**config.mk**
```make
export PLATFORM = sky130hd
export DESIGN_NAME = parking_occupancy
export DESIGN_NICKNAME = d
export VERILOG_FILES = /design/src/rtl/parking_pkg.sv /design/src/rtl/seg7.sv /design/src/rtl/parking_occupancy.sv
export SDC_FILE = /design/constraint.sdc
export NUM_CORES = 1
export LEC_CHECK = 0
export CAP_MARGIN = 40
export CORE_MARGIN = 10
export CORE_UTILIZATION = 51
export CTS_CLUSTER_DIAMETER = 50
export DETAILED_ROUTE_END_ITERATION = 16
export PLACE_DENSITY = 0.88
export SYNTH_ARGS = -nofsm -noshare
export SYNTH_HDL_FRONTEND = slang
export SYNTH_HIERARCHICAL = 1
export SYNTH_SLANG_ARGS = --single-unit
```
**constraint.sdc**
```tcl
create_clock -name clk -period 5.26 [get_ports clk]
set_input_delay 0.526 -clock clk [delete_from_list [all_inputs] [get_ports clk]]
set_output_delay 0.526 -clock clk [all_outputs]
set_load 0.01 [all_outputs]
```
**src/rtl/parking_pkg.sv**
```systemverilog
// parking_pkg: shared capacity default and active-low 7-segment encodings (g..a in bits 6..0)
package parking_pkg;
  localparam int CAPACITY_DEFAULT = 25;
  localparam logic [6:0] SEG_BLANK = 7'b1111111;
  localparam logic [6:0] SEG_F = 7'b0001110;
  localparam logic [6:0] SEG_U = 7'b1000001;
  localparam logic [6:0] SEG_L = 7'b1000111;
  localparam logic [9:0][6:0] SEG_DIGIT = {
    7'b0010000, 7'b0000000, 7'b1111000, 7'b0000010, 7'b0010010,
    7'b0011001, 7'b0110000, 7'b0100100, 7'b1111001, 7'b1000000
  };
endpackage

```
**src/rtl/seg7.sv**
```systemverilog
// seg7: decimal digit plus blank flag to active-low 7-segment pattern
module seg7
  import parking_pkg::*;
(
  input  logic [3:0] i_digit,
  input  logic       i_blank,
  output logic [6:0] o_seg
);
  always_comb o_seg = (i_blank || i_digit > 4'd9) ? SEG_BLANK : SEG_DIGIT[i_digit];
endmodule

```
**src/rtl/parking_occupancy.sv**
```systemverilog
// parking_occupancy: edge-detected entry/exit counter with saturation, sticky error and 4-digit display
module parking_occupancy
  import parking_pkg::*;
#(
  parameter int CAPACITY = CAPACITY_DEFAULT
) (
  input  logic       clk,
  input  logic       Reset,
  input  logic       en,
  input  logic       ex,
  output logic [4:0] count,
  output logic       full,
  output logic       empty,
  output logic       err,
  output logic [6:0] HEX3,
  output logic [6:0] HEX2,
  output logic [6:0] HEX1,
  output logic [6:0] HEX0
);
  localparam logic [4:0] CAP = 5'(CAPACITY);
  logic r_en_q, r_en_qq, r_ex_q, r_ex_qq;
  logic [4:0] r_count;
  logic r_err;
  logic w_in, w_out;
  logic [3:0] w_tens, w_ones;
  logic [6:0] w_seg3, w_seg2, w_seg1, w_seg0;
  assign w_in  = r_en_q & ~r_en_qq;
  assign w_out = r_ex_q & ~r_ex_qq;
  always_ff @(posedge clk) begin
    if (Reset) begin
      r_en_q  <= 1'b0;
      r_en_qq <= 1'b0;
      r_ex_q  <= 1'b0;
      r_ex_qq <= 1'b0;
      r_count <= 5'd0;
      r_err   <= 1'b0;
    end else begin
      r_en_q  <= en;
      r_en_qq <= r_en_q;
      r_ex_q  <= ex;
      r_ex_qq <= r_ex_q;
      if (w_in && !w_out) begin
        if (r_count == CAP) r_err <= 1'b1;
        else r_count <= r_count + 5'd1;
      end else if (w_out && !w_in) begin
        if (r_count == 5'd0) r_err <= 1'b1;
        else r_count <= r_count - 5'd1;
      end
    end
  end
  assign count  = r_count;
  assign err    = r_err;
  assign full   = r_count == CAP;
  assign empty  = r_count == 5'd0;
  assign w_tens = 4'(r_count / 5'd10);
  assign w_ones = 4'(r_count % 5'd10);
  seg7 u_seg3 (.i_digit(4'd0),   .i_blank(1'b1),             .o_seg(w_seg3));
  seg7 u_seg2 (.i_digit(4'd0),   .i_blank(1'b1),             .o_seg(w_seg2));
  seg7 u_seg1 (.i_digit(w_tens), .i_blank(r_count < 5'd10),  .o_seg(w_seg1));
  seg7 u_seg0 (.i_digit(w_ones), .i_blank(1'b0),             .o_seg(w_seg0));
  assign HEX3 = full ? SEG_F : w_seg3;
  assign HEX2 = full ? SEG_U : w_seg2;
  assign HEX1 = full ? SEG_L : w_seg1;
  assign HEX0 = full ? SEG_L : w_seg0;
endmodule
```
==> impl_results.md, run 1 <==
- Status: completed
- All-layer global routing usage: 0.1179
- Worst vdd rail ir drop: 0.3071 mV
- Post-route minimum period: 3.845 ns
- Core Rows: 20
- Period utilization: 0.7310
- Vias in the first global route: 1374
- Grt ovf: 0
- Area delta synth->final: 28.29%
- Total Routed Length: 3450 um
- First-pass GRT wire length: 6244 um
- Most common cell after layout, fill and taps aside: conb_1
- Nets: 321
- Worst Path Class, Setup: reg2out
- Post-detailed-route count of antenna-violating nets: 0
- Number of clock sinks: 10
- Slew @ Worst Pin: 0.8529 ns
- Data required, critical path: 4.73 ns
- Core ar.: 3128 um2
- Share of the yosys chip area belonging to registers: 0.1176
- Initial antenna violation count: 0
- Post-CTS setup buffers: 0
- Post-detail-place hpwl: 2855 um
- Critical-path maximum fanout: 11
- IO Count: 40
- Height of the die: 77.79 um
- 1st-pass router iterations: 4
- Max-slew violations: 0
- Avg Synthesized Cell Area: 7.568 um2
- Final hold vios: 0
- # resized after CTS: 0
- Syn. warnings: 6
- Final Skew: 0.008569 ns
- Routed vias/inst: 4.617
- Clock network fraction of design power: 0.067
- CTS Hold Buffers Added: 0
- Crit start category: flop
- Worst Path Arrival: 3.32 ns
- Type of destination of the critical path: primary output
- LEAKAGE: 0.9116 nW
- Via count: 1542
- CTS tree: yes
- TNS Setup: 0 ns
- Cells after Synth: 225
- Comb power frac: 0.765
- Power Density: 347.7 nW/um2
- Final setup fails: 0
- Worst min-delay path category: reg2reg
- Clk root buf: clkbuf_4
- Share of layout cells above drive strength 1: 0.07931
- Max_slew headroom: 0.4298
- H-tree Lvls: 1
- Die width: 77.79 um
- Inserted Diodes: 0
- Largest net degree at the start of global routing: 30
- Avg WL per Cell: 10.33 um
- PortBufs: 34
- Min Hold Slack: 0.4542 ns
- Post-Layout Cell Count: 334
- Starting Density: 0.5444
- Clk_lat worst skew: 0.27 ns
- Maximum clock path buffer count: 2
- Num CTS Buffers: 3
- Switching Share: 0.4529
- Max Cap Viol: 0
- Commonest non-fill, non-tap cells in the layout: conb_1 (43), clkdlybuf4s50_1 (34), ha_1 (24)
- RSZ-0062 raised after global routing: no
- #FFs+latches synth: 10
- Yosys cell types: 38
- Routability cong.: 0.7966
- Placed instance count: 331
- Flop pwr share: 0.167
- Syn Std Cell Area: 1703 um2
- Switching power: 0.3440 mW
- CTS clk-pin slew, worst paths: 0.06 ns
- FMAX: 260.1 MHz
- DRC violations left: 0
- Internal: 0.4155 mW
- Initial DRC count: 43
- Die Area: 6051 um2
-- Yosys cell counts --
library cell,n,area share
a32o_1,1,0.0059
a22o_2,1,0.0059
nand3_1,1,0.0029
clkbuf_1,7,0.015
or2_2,1,0.0037
a21o_1,2,0.0088
ha_1,24,0.18
a21oi_1,22,0.065
nor4b_1,1,0.0051
nand2_1,14,0.031
xnor2_1,2,0.010
inv_1,16,0.035
mux2_4,1,0.0088
maj3_1,1,0.0059
or4_4,1,0.0066
dfxtp_1,10,0.12
a211oi_2,1,0.0073
nand3b_1,1,0.0044
buf_6,5,0.033
a21oi_4,5,0.048
buf_4,1,0.0044
and2b_2,4,0.021
or3_1,1,0.0037
o21bai_4,4,0.044
nand2b_1,19,0.070
a22o_1,1,0.0051
and2_1,15,0.055
nor2b_1,7,0.026
nor2_1,19,0.042
o21ai_0,23,0.068
nand4_1,1,0.0037
fa_1,1,0.012
o41ai_1,1,0.0051
or3_2,2,0.0088
xor2_1,2,0.010
o211ai_1,4,0.018
and3_1,1,0.0037
conb_1,2,0.0044
-- critical path, stage by stage, from the launching register on --
cell and delay [ns]:
dfxtp_1 0.53, inv_1 0.15, maj3_1 0.38, a22o_2 0.27
xor2_1 0.28, inv_1 0.14, ha_1 0.25, and2b_2 0.21
a21oi_1 0.11, o21ai_0 0.07, nand2b_1 0.14, clkdlybuf4s50_1 0.52
-- per-layer routing --
layer  GRT usage  routed length, um
met5           0                  0
met4     0.03285                 34
met3     0.03687                247
met2      0.2007               1670
met1      0.1384               1497
-- power groups by stage --
stage | logic (mW) | registers, mW | clock network, mW
after floorplan | 0.414 | 0.116 | 0
after global placement | 0.566 | 0.127 | 0
after detailed placement | 0.582 | 0.129 | 0
after CTS | 0.585 | 0.127 | 0.0533
after global routing | 0.648 | 0.133 | 0.0572
final | 0.581 | 0.127 | 0.0511
-- registers in the layout (all words and copies together), names as in the netlist --
name     cells
r_en_qq      1
r_en_q       1
count        5
r_ex_qq      1
r_ex_q       1
err          1
-- layout make-up --
type | instances | area, um2
timing repair buffer | 34 | 340.3
inverter | 16 | 60.06
sequential | 10 | 200.2
fill | 278 | 943.4
clock buffer | 3 | 22.52
tap | 44 | 55.05
multi-input combinational | 227 | 1506
-- final timing paths --
check | startpoint | end | slack, ns | cells past startpoint
worst max register to register | r_en_q | count[4] | 2.81 | 8
worst min register to register | r_ex_q | r_ex_qq | 0.45 | 1
worst min-delay path | r_ex_q | r_ex_qq | 0.45 | 1
worst max-delay path | count[4] | HEX0[0] | 1.41 | 11
-- stage by stage --
stage / utilization / setup WS [ns] / total power [mW] / area, um2
after global routing: 0.6984 / 1.146 / 0.8382 / 2185
after CTS: 0.6984 / 1.416 / 0.7654 / 2185
final: 0.6984 / 1.415 / 0.7595 / 2185
after global placement: 0.6912 / 1.834 / 0.6934 / 2162
after floorplan: - / 2.441 / 0.5295 / 1857
after detailed placement: 0.6912 / 1.717 / 0.7109 / 2162
-- cells by family after synthesis --
logic type               share of synthesized area
flip-flops                                  0.1176
AND/OR/NAND/NOR                             0.2866
other                                     0.004410
adder cells (fa/ha/maj)                     0.1940
multiplexers                              0.008814
XOR/XNOR                                   0.02058
buffers and inverters                      0.08817
AO/OA/AOI/OAI                               0.2799
Power figures use the tool's default switching activity.
==> inputs of run 2 (changes only) <==
==> constraint.sdc (replaced) <==
create_clock -name clk -period 4 [get_ports clk]
set_input_delay 0.4 -clock clk [delete_from_list [all_inputs] [get_ports clk]]
set_output_delay 0.4 -clock clk [all_outputs]
set_load 0.01 [all_outputs]
==> run 2 against run 1 <==
Clock power increased by 33%. Flip-flop and latch count unchanged. Die area unchanged. Sequential share of layout area unchanged. Wire length increased by 1.3%. Via count decreased by 0.39%. First-iteration DRC count decreased by 23%. Clock-buffer cell count unchanged. Critical path type unchanged.
==> impl_results.md, run 2 (same netlist as run 1, synthesis figures left out) <==
- Status: completed
- Die Area: 6051 um2 (unchanged)
- Critical path buffer and inverter count: 3 (unchanged)
- Most common cell after layout, fill and taps aside: conb_1
- Post-CTS setup buffers: 0 (unchanged)
- Slowest stage delay, CP: 0.52 ns (about the same)
- # resized after CTS: 0 (unchanged)
- Die width: 77.79 um (unchanged)
- Max reg flops: 5 (unchanged)
- Via count: 1536 (-0.39%)
- Clk_lat worst skew: 0.26 ns (about the same)
- IO Count: 40 (unchanged)
- CTS tree: yes
- Final Skew: 0.003705 ns (-0.004864 ns)
- Worst min-delay path category: reg2reg
- Area delta synth->final: 28.29% (unchanged)
- Instance count on the critical path: 11 (unchanged)
- Height of the die: 77.79 um (unchanged)
- Max-slew violations: 0 (unchanged)
- CTS clk-pin slew, worst paths: 0.06 ns (about the same)
- Period utilization: 0.9227
- Post-route minimum period: 3.691 ns
- Avg WL per Cell: 10.47 um (+1.3%)
- Critical Path Most Common Cell: inv_1
- Share of layout cells above drive strength 1: 0.07931 (unchanged)
- RSZ-0062 raised after global routing: no
- Critical-path maximum fanout: 11 (unchanged)
- DRC violations left: 0 (unchanged)
- Grt ovf: 0 (unchanged)
- Power Density: 458.7 nW/um2 (+32%)
- Post-detailed-route count of antenna-violating nets: 0 (unchanged)
- Final setup fails: 0 (unchanged)
- Worst path top cell family by delay: buffers and inverters
- Total Routed Length: 3496 um (+1.3%)
- LEAKAGE: 0.9116 nW (unchanged)
- R2R depth: 8 (unchanged)
- All-layer global routing usage: 0.1172 (-0.0007019)
- 1st-pass router iterations: 4 (unchanged)
- First-pass GRT wire length: 6196 um (-0.77%)
- Core Rows: 20 (unchanged)
- Initial DRC count: 33 (-23%)
- Crit start category: flop
- Post-detail-place hpwl: 2876 um (+0.74%)
- Max Cap Viol: 0 (unchanged)
- Slew @ Worst Pin: 0.8442 ns (-0.008621 ns)
- Routed vias/inst: 4.599 (-0.39%)
- Worst vdd rail ir drop: 0.3581 mV (+17%)
- Final hold vios: 0 (unchanged)
- Max_slew headroom: 0.4356 (+0.005763)
- Worst Path Arrival: 3.29 ns (-0.03 ns)
- CTS Hold Buffers Added: 0 (unchanged)
- Worst Path Class, Setup: reg2out
- TNS Setup: 0 ns (unchanged)
- Hold path cells: 1 (unchanged)
- Crit-path cells: inv_1, maj3_1, a22o_2, xor2_1, inv_1, ha_1, and2b_2, a21oi_1, o21ai_0, nand2b_1, clkdlybuf4s50_1
- Type of destination of the critical path: primary output
- H-tree Lvls: 1 (unchanged)
- Min Hold Slack: 0.4639 ns (+0.009740 ns)
- Num CTS Buffers: 3 (unchanged)
- Data required, critical path: 3.60 ns (-1.13 ns)
- Maximum clock path buffer count: 2 (unchanged)
- PortBufs: 34 (unchanged)
- Core ar.: 3128 um2 (unchanged)
- Initial antenna violation count: 0 (unchanged)
- Clk root buf: clkbuf_4
- Nets: 321 (unchanged)
- Inserted Diodes: 0 (unchanged)
- Largest net degree at the start of global routing: 30 (unchanged)
- Critical-path top delay cell: dfxtp_1
- R2r setup slk: 1.55 ns (-1.26 ns)
- FMAX: 271.0 MHz
- Commonest non-fill, non-tap cells in the layout: conb_1 (43), clkdlybuf4s50_1 (34), ha_1 (24)
- Routability cong.: 0.7964 (about the same)
- Vias in the first global route: 1363 (-0.80%)
- Starting Density: 0.5444 (unchanged)
- Number of clock sinks: 10 (unchanged)
==> run 2: through the flow <==
step           cell area (um2)    util  worst slack, ns  power (mW)  cells
4_1_cts                   2185  0.6984           0.2994       1.004    334
5_1_grt                   2185  0.6984          0.01060       1.101    334
2_1_floorplan             1857       -            1.307      0.6963    266
6_report                  2185  0.6984           0.3094       1.002    334
3_5_place_dp              2162  0.6912           0.5952      0.9341    331
3_3_place_gp              2162  0.6912           0.7005      0.9116    331
==> run 2: layer usage <==
layer  up-vias  part of all wire  track usage  wire length (um)
li1        838                 -            -                 -
met1       666              0.44       0.1338              1541
met2        28              0.48       0.2040              1663
met3         4             0.074      0.04032               259
met4         0            0.0089      0.02737                31
met5         -                 0            0                 0
==> run 2: cell type report <==
class / instances / area (um2)
Clock buffer: 3 / 22.52
Fill cell: 264 / 943.4
Inverter: 16 / 60.06
Multi-Input combinational cell: 227 / 1506
Sequential cell: 10 / 200.2
Tap cell: 44 / 55.05
Timing Repair Buffer: 34 / 340.3
==> run 2: final timing paths <==
| path | start | to |
|---|---|---|
| setup / recovery | count[4] | HEX0[0] |
| hold / removal | r_ex_q | r_ex_qq |
| setup reg to reg | r_en_q | count[4] |
| hold reg to reg | r_ex_q | r_ex_qq |
==> run 2: report_power, final <==
group	total, mW	switching [mW]	internal (mW)	leakage [nW]
Clock	0.0680	0.0333	0.0347	0.0138
Combinational	0.767	0.375	0.392	0.816
Sequential	0.167	0.0470	0.120	0.0822
